### config.mk
export PLATFORM = sky130hd
export DESIGN_NAME = muldiv_unit
export DESIGN_NICKNAME = d
export VERILOG_FILES = /design/src/rtl/muldiv_unit.sv
export SDC_FILE = /design/constraint.sdc
export NUM_CORES = 2
export LEC_CHECK = 0
export CAP_MARGIN = 20
export CORE_AREA = 3 3 293 295
export CTS_BUF_LIST = sky130_fd_sc_hd__clkbuf_8
export DETAILED_ROUTE_END_ITERATION = 7
export DIE_AREA = 0 0 296 298
export PLACE_DENSITY = 0.77
export SLEW_MARGIN = 25
export SYNTH_ARGS = -nofsm -noshare
export SYNTH_HDL_FRONTEND = slang
export SYNTH_SLANG_ARGS = --single-unit
### constraint.sdc
create_clock -name clk -period 14.2 [get_ports clk]
set_input_delay 2.13 -clock clk [delete_from_list [all_inputs] [get_ports clk]]
set_output_delay 2.13 -clock clk [all_outputs]
set_load 0.02 [all_outputs]
### src/rtl/muldiv_unit.sv
// Multi-cycle HI/LO multiply/divide engine: MUL_LAT-cycle multiply, restoring radix-2 divide.
// Signed operands are reduced to magnitudes at issue; sign fix-up happens when entering DONE.
module muldiv_unit #(
  parameter int WIDTH   = 32,
  parameter int MUL_LAT = 2
) (
  input  logic             clk,
  input  logic             resetn,
  input  logic             start,
  input  logic             op_div,
  input  logic             sign,
  input  logic             annul,
  input  logic [WIDTH-1:0] src_a,
  input  logic [WIDTH-1:0] src_b,
  output logic             stall,
  output logic             busy,
  output logic             done,
  output logic [WIDTH-1:0] hi,
  output logic [WIDTH-1:0] lo,
  output logic             div_by_zero
);

  localparam int CW = $clog2(WIDTH);
  localparam logic [CW-1:0] MUL_LAST = CW'(MUL_LAT - 1);
  localparam logic [CW-1:0] DIV_LAST = CW'(WIDTH - 1);

  typedef enum logic [1:0] {IDLE, MUL, DIV, DONE} state_t;
  typedef struct packed {
    logic neg_a;
    logic neg_b;
  } op_t;

  state_t             state;
  op_t                op;
  logic [WIDTH-1:0]   mag_a, mag_b;
  logic [CW-1:0]      cnt;
  logic [WIDTH-1:0]   rem;
  logic [WIDTH-1:0]   quo;

  logic               in_neg_a, in_neg_b;
  logic [WIDTH-1:0]   abs_a, abs_b;
  logic [2*WIDTH-1:0] prod, prod_res;
  logic [WIDTH:0]     part, diff;
  logic [WIDTH-1:0]   q_nxt, r_nxt, quo_res, rem_res;

  always_comb begin
    in_neg_a = sign & src_a[WIDTH-1];
    in_neg_b = sign & src_b[WIDTH-1];
    abs_a    = in_neg_a ? -src_a : src_a;
    abs_b    = in_neg_b ? -src_b : src_b;

    prod     = {{WIDTH{1'b0}}, mag_a} * {{WIDTH{1'b0}}, mag_b};
    prod_res = (op.neg_a ^ op.neg_b) ? -prod : prod;

    // Trial subtract; bit WIDTH of diff set means the divisor did not fit.
    part     = {rem, quo[WIDTH-1]};
    diff     = part - {1'b0, mag_b};
    q_nxt    = {quo[WIDTH-2:0], ~diff[WIDTH]};
    r_nxt    = diff[WIDTH] ? part[WIDTH-1:0] : diff[WIDTH-1:0];
    quo_res  = (op.neg_a ^ op.neg_b) ? -q_nxt : q_nxt;
    rem_res  = op.neg_a ? -r_nxt : r_nxt;
  end

  assign stall = (state == IDLE && start && !annul) || busy;

  always_ff @(posedge clk or negedge resetn) begin
    if (!resetn) begin
      state       <= IDLE;
      op          <= '0;
      mag_a       <= '0;
      mag_b       <= '0;
      cnt         <= '0;
      rem         <= '0;
      quo         <= '0;
      hi          <= '0;
      lo          <= '0;
      done        <= 1'b0;
      busy        <= 1'b0;
      div_by_zero <= 1'b0;
    end else begin
      done        <= 1'b0;
      div_by_zero <= 1'b0;
      case (state)
        IDLE: begin
          if (start && !annul) begin
            op    <= '{neg_a: in_neg_a, neg_b: in_neg_b};
            mag_a <= abs_a;
            mag_b <= abs_b;
            cnt   <= '0;
            if (op_div && src_b == '0) begin
              // Zero divisor: no iteration, report the raw dividend.
              state       <= DONE;
              hi          <= src_a;
              lo          <= '1;
              done        <= 1'b1;
              div_by_zero <= 1'b1;
            end else if (op_div) begin
              state <= DIV;
              busy  <= 1'b1;
              rem   <= '0;
              quo   <= abs_a;
            end else begin
              state <= MUL;
              busy  <= 1'b1;
            end
          end
        end
        MUL: begin
          if (annul) begin
            state <= IDLE;
            busy  <= 1'b0;
          end else if (cnt == MUL_LAST) begin
            state    <= DONE;
            busy     <= 1'b0;
            done     <= 1'b1;
            {hi, lo} <= prod_res;
          end else begin
            cnt <= cnt + 1'b1;
          end
        end
        DIV: begin
          if (annul) begin
            state <= IDLE;
            busy  <= 1'b0;
          end else begin
            rem <= r_nxt;
            quo <= q_nxt;
            if (cnt == DIV_LAST) begin
              state <= DONE;
              busy  <= 1'b0;
              done  <= 1'b1;
              hi    <= rem_res;
              lo    <= quo_res;
            end else begin
              cnt <= cnt + 1'b1;
            end
          end
        end
        DONE:    state <= IDLE;
        default: state <= IDLE;
      endcase
    end
  end

endmodule

==> After elaboration in Yosys (flattened, before gate mapping) <==
Index checks and enable logic that the tools add are counted.
{ "totals": {"reg_bits": 204, "inputBits": 70, "out_inout_bits": 68, "word_cells": 117} }
{ "op_classes": {"addsub": 7, "multipliers": 1, "eq_ne": 17, "muxes": 59, "bitwise": 4, "reduce_logical": 16} }
{ "op_table": {"columns": ["op", "n"], "rows": [
  ["$mux 32", 25],
  ["$pmux 32 s3", 2],
  ["$neg 32->32", 4],
  ["$pmux 32 s2", 2],
  ["$mul 32x32->64", 1],
  ["$mux 64", 1],
  ["$neg 64->64", 1],
  ["$sub 33x32->33", 1],
  ["$logic_not 32->1", 1],
  ["$mux 5", 5],
  ["$ne 2x2->1 const B", 8],
  ["$pmux 5 s3", 1],
  ["$mux 2", 7],
  ["$mux 1", 13],
  ["$reduce_and 5->1", 2],
  ["$pmux 2 s4", 1],
  ["$reduce_and 7->1", 1],
  ["$ne 3x3->1 const B", 2],
  ["$pmux 1 s3", 2],
  ["$reduce_and 6->1", 1],
  ["$add 5x1->5 const B", 1],
  ["$eq 5x1->1 const B", 1],
  ["$eq 5x5->1 const B", 1],
  ["$eq 2x2->1 const B", 2],
  ["other kinds (13)", 18]
]} }

==> Depth between registers and ports, before layout <==
{ "logic_depth": {"ltp_word": 7, "depth_mapped": 32, "ltp_nobuf": 28} }

==> Least setup slack after synthesis <==
OpenSTA, ideal clock, no wires.
{ "synth_timing": {"path_type": "reg-to-reg", "start": "reg mag_b[23]", "end": "reg hi[29]", "setup_time_ps": 82, "arrival_time_ps": 8174, "t_required_ps": 14118, "setup_slack_ps": 5944, "stages_incl_launch_ff": 29, "path_buffers": 3, "period_less_slack_ps": 8256, "path_cell_list": "dfrtp_1 clkbuf_1 clkbuf_1 nand2_1 fa_1 inv_1 fa_1 fa_1 fa_1 fa_1 fa_1 fa_1 inv_1 fa_1 inv_1 ha_1 clkbuf_1 nand4_1 nor4_1 nand2_1 a21oi_1 nor3_1 xor2_1 nand4b_4 nor4_4 nand4_4 or3_1 a21o_1 a31oi_1"} }
{ "synth_between": {"elab_chain_cells": 7, "elab_cells_between_ends": 12, "classes_between": "add/sub: 3; mul: 1; mux: 8"} }
{ "synth_lines": {"columns": ["element", "line", "rtl"], "rows": [
  ["from (decl)", "35", "logic [WIDTH-1:0] mag_a, mag_b;"],
  ["from (signal assigned)", "88", "mag_b <= abs_b;"],
  ["branches (longest 6 deep; another with $mul 32x32->64)", null, null],
  ["$pmux 32 s3 (*)", "83", "case (state)"],
  ["to (signal assigned)", "93", "hi <= src_a;"],
  ["to (signal assigned)", "116", "{hi, lo} <= prod_res;"],
  ["to (signal assigned)", "132", "hi <= rem_res;"],
  ["to (decl)", "18", "output logic [WIDTH-1:0] hi,"]
]} }
Mark *: on every way between the ends. The select of a mux whose other input is x is not followed.
A chain may end at the register's enable or synchronous reset.

==> Worst setup path in the final report <==
{ "layout_timing": {"start": "reg mag_a[13]", "end": "reg hi[13]"} }
{ "layout_between": {"elab_chain_cells": 6} }
{ "layout_lines": {"columns": ["element", "line", "rtl"], "rows": [
  ["from (decl)", "35", null],
  ["from (signal assigned)", "87", "mag_a <= abs_a;"],
  ["$mul 32x32->64 (*)", "52", "prod = {{WIDTH{1'b0}}, mag_a} * {{WIDTH{1'b0}}, mag_b};"],
  ["$neg 64->64", "53", "prod_res = (op.neg_a ^ op.neg_b) ? -prod : prod;"],
  ["$mux 64 (*)", "53", null],
  ["$mux 32 (*)", "112", "end else if (cnt == MUL_LAST) begin"],
  ["$mux 32 (*)", "109", "if (annul) begin"],
  ["$pmux 32 s3 (*)", "83", null]
]} }
Mark *: on every way between the ends. The rest lies on a longest branch, timed or not. The select of a mux whose other input is x is not followed.

==> flow_summary_export.csv <==
group,metric,value,unit
clock_network,clk_path_buf_depth,3,
clock_network,cts_hold_buf,0,
yosys,synth.distinct_cells,101,
sta,skew,0.04647,ns
yosys,async_flop_share,100.0,%
worst_setup_path,slowest_delay,0.82,ns
worst_setup_path,critPathKind,"register to register",
yosys,syn_inst,5879,
worst_setup_path,cp.required,14.62,ns
clock_network,cts_buffers,38,
routing,met3WireLength,15.12,mm
sta,fin_hold_ws,0.4875,ns
routing,routed_wl,148.5,mm
routing,ant_nets,0,
grt,antenna_found_initial,4,
run,cap_violations,0,
routing,dr.max_layer_used,"met5",
worst_setup_path,slowest_stage,"dfrtp_2",
clock_network,h-tree-depth,2,
yosys,ys.flop_type,"dfrtp_1",
final_layout,area.growth.synth_to_final,5.830,%
worst_setup_path,crit_fanout,33,
sta,setup_viol,0,
worst_setup_path,crit_path_end_kind,"register",
outcome,status,"finished, final reports clean",
floorplan,die-area,0.08821,mm2
clock_network,path_clk_slew,0.07,ns
clock_network,numClockSinks,204,
floorplan,rows,106,
grt,grt_pass1_vias,43350,
sta,setup_tns,0,ns
routing,dr_total_vias,41840,
grt,grt_usage,34.44,%
grt,grt_pass1_wl,238.9,mm
yosys,syn-num-nets,7153,
worst_setup_path,r2r_slack,4.28,ns
yosys,netlist_area,0.04998,mm2
yosys,synth_edf_count,0,
placement,dp_hpwl,117.3,mm
floorplan,initial_core_util,59.92,%
yosys,seq_area_frac_synth,10.21,%
routing,dr.pass1.iters,7,
routing,viasPerCell,6.071,
sta,rsz0062_at_grt,"false",
grt,grt_max_degree,82,
clock_network,cts_tree,"yes",
routing,drc,0,
clock_network,postCtsSetupRepairBufs,0,
final_layout,regArea,0.005129,mm2
clock_network,worstSkewPairLatency,0.64,ns
clock_network,root_buffer,"clkbuf_8",
routing,wl_met2,67.59,mm
sta,slew_headroom,28.84,%
sta,max_freq,100.9,MHz
routing,wl_met1,60.00,mm
final_layout,multi_input_area,0.04012,mm2
worst_setup_path,crit_top_cell,"fa_1",
sta,hold_violations,0,
grt,grt_overflow,0,
final_layout,drive_gt1_share,3.804,%
floorplan,die_y,298,um
yosys,yosys_register_bits,204,
placement,io_buffers,137,
yosys,syn_area_per_cell,8.502,um2
yosys,yosys_warnings,0,
worst_setup_path,arrival,10.34,ns
hold_path,hp-class,"register to register",
floorplan,io_pins,138,
final_layout,finalNetCount,7055,
floorplan,fp.coreArea,0.08342,mm2
final_layout,fillers,6889,
final_layout,final_util,63.41,%
routing,drtIter0Drc,3805,
routing,avgRoutedWirePerCell,21.54,um
sta,slew_viol_final,0,
sta,worst_slew_pin_slew,1.040,ns
clock_network,cts_resized,0,
placement,routabilityCongestion,1.032,
final_layout,final_area,0.05290,mm2
sta,final.period_utilization,69.83,%
sta,min_period,9.916,ns
floorplan,die_w,296,um
placement,postPlaceCellArea,0.05193,mm2
worst_setup_path,start_kind,"register",
synth_stat cells, drive strengths merged (9+ instances only):
cell / number / share of area, %
inv: 928 / 7.0
fa: 897 / 36
nand2: 788 / 5.9
and2: 610 / 7.6
o21ai: 317 / 3.2
ha: 307 / 7.7
clkbuf: 304 / 2.3
a21oi: 259 / 2.6
nor2: 247 / 1.9
dfrtp: 204 / 10
xnor2: 131 / 2.3
xor2: 94 / 1.6
nor3: 84 / 0.87
nand3: 46 / 0.46
nand4: 41 / 0.54
or3: 41 / 0.51
a221oi: 40 / 0.73
a31oi: 40 / 0.50
mux2i: 37 / 0.74
buf: 35 / 0.38
a21o: 33 / 0.50
and3: 28 / 0.36
o31ai: 28 / 0.44
a211oi: 26 / 0.42
o211ai: 25 / 0.38
nor4: 24 / 0.37
nor2b: 21 / 0.26
o21a: 20 / 0.30
nand2b: 18 / 0.23
mux2: 11 / 0.25
or2: 11 / 0.14
or4: 11 / 0.18
a21boi: 9 / 0.14
a22oi: 9 / 0.16
o21bai: 9 / 0.14
through the flow:
step	std cells	setup slack [ns]
finish	6892	4.284
global route	6889	3.888
CTS	6889	4.106
detailed placement	6821	4.180
global placement	6821	4.251
floorplan	5879	5.944
critical path: cells and delay by family, from the launching register on:
kind	cells	cell delay, ns
flip-flops	1	0.82
multiplexers	2	0.54
buffers and inverters	4	0.24
adder cells (fa/ha/maj)	9	4.35
AO/OA/AOI/OAI	5	1.73
AND/OR/NAND/NOR	6	2.01
layout make-up:
type / instances / area share, %
clock buffers: 43 / 1.119
flip-flops and latches: 204 / 9.696
diodes: 3 / 0.01419
multi-input cells: 4407 / 75.84
inverters: 929 / 6.592
well taps: 1080 / 2.555
repair buffers: 201 / 3.508
clock inverters: 25 / 0.6718
routing by layer:
metal / GRT usage, % / vias to the layer above
li1: - / 18400
met1: 47.86 / 20990
met2: 54.25 / 2103
met3: 7.097 / 352
met4: 11.29 / 4
met5: 0 / -
final timing paths:
kind	startpoint	to	cells past startpoint
worst min register to register	lo[8]	lo[8]	2
worst max-delay path	mag_a[13]	hi[13]	26
min in group asynchronous	resetn	div_by_zero	1
max in group asynchronous	resetn	mag_a[24]	3
worst min-delay path	lo[8]	lo[8]	2
worst max register to register	mag_a[13]	hi[13]	26
placed cells by master (no fill, tap or decap), types with 82 or more instances in the layout:
cell	Yosys	final
inv_1	927	932
fa_1	897	897
nand2_1	787	787
and2_1	610	610
ha_1	307	305
o21ai_0	292	292
a21oi_1	253	253
nor2_1	246	245
dfrtp_1	204	185
clkdlybuf4s50_1	0	136
xnor2_1	131	130
xor2_1	94	93
nor3_1	82	82
logic make-up after synthesis:
logic type	count (synthesis)	synth area share [%]
xor+xnor	225	3.943
buf+inv	1268	9.645
flops	204	10.21
mux	48	0.9888
simple gates	2012	20.13
fa+ha+maj	1204	43.61
compound gates	918	11.47
flip-flops by register name (all words and copies together) (netlist names), 2 cells and up:
signal	flops
cnt	5
lo	32
mag_b	32
hi	32
state	2
rem	32
op	2
mag_a	32
quo	32
Power is left out: the tool's default activity adds up to more than one toggle a clock period on the data nets, which glitch-free logic cannot reach.
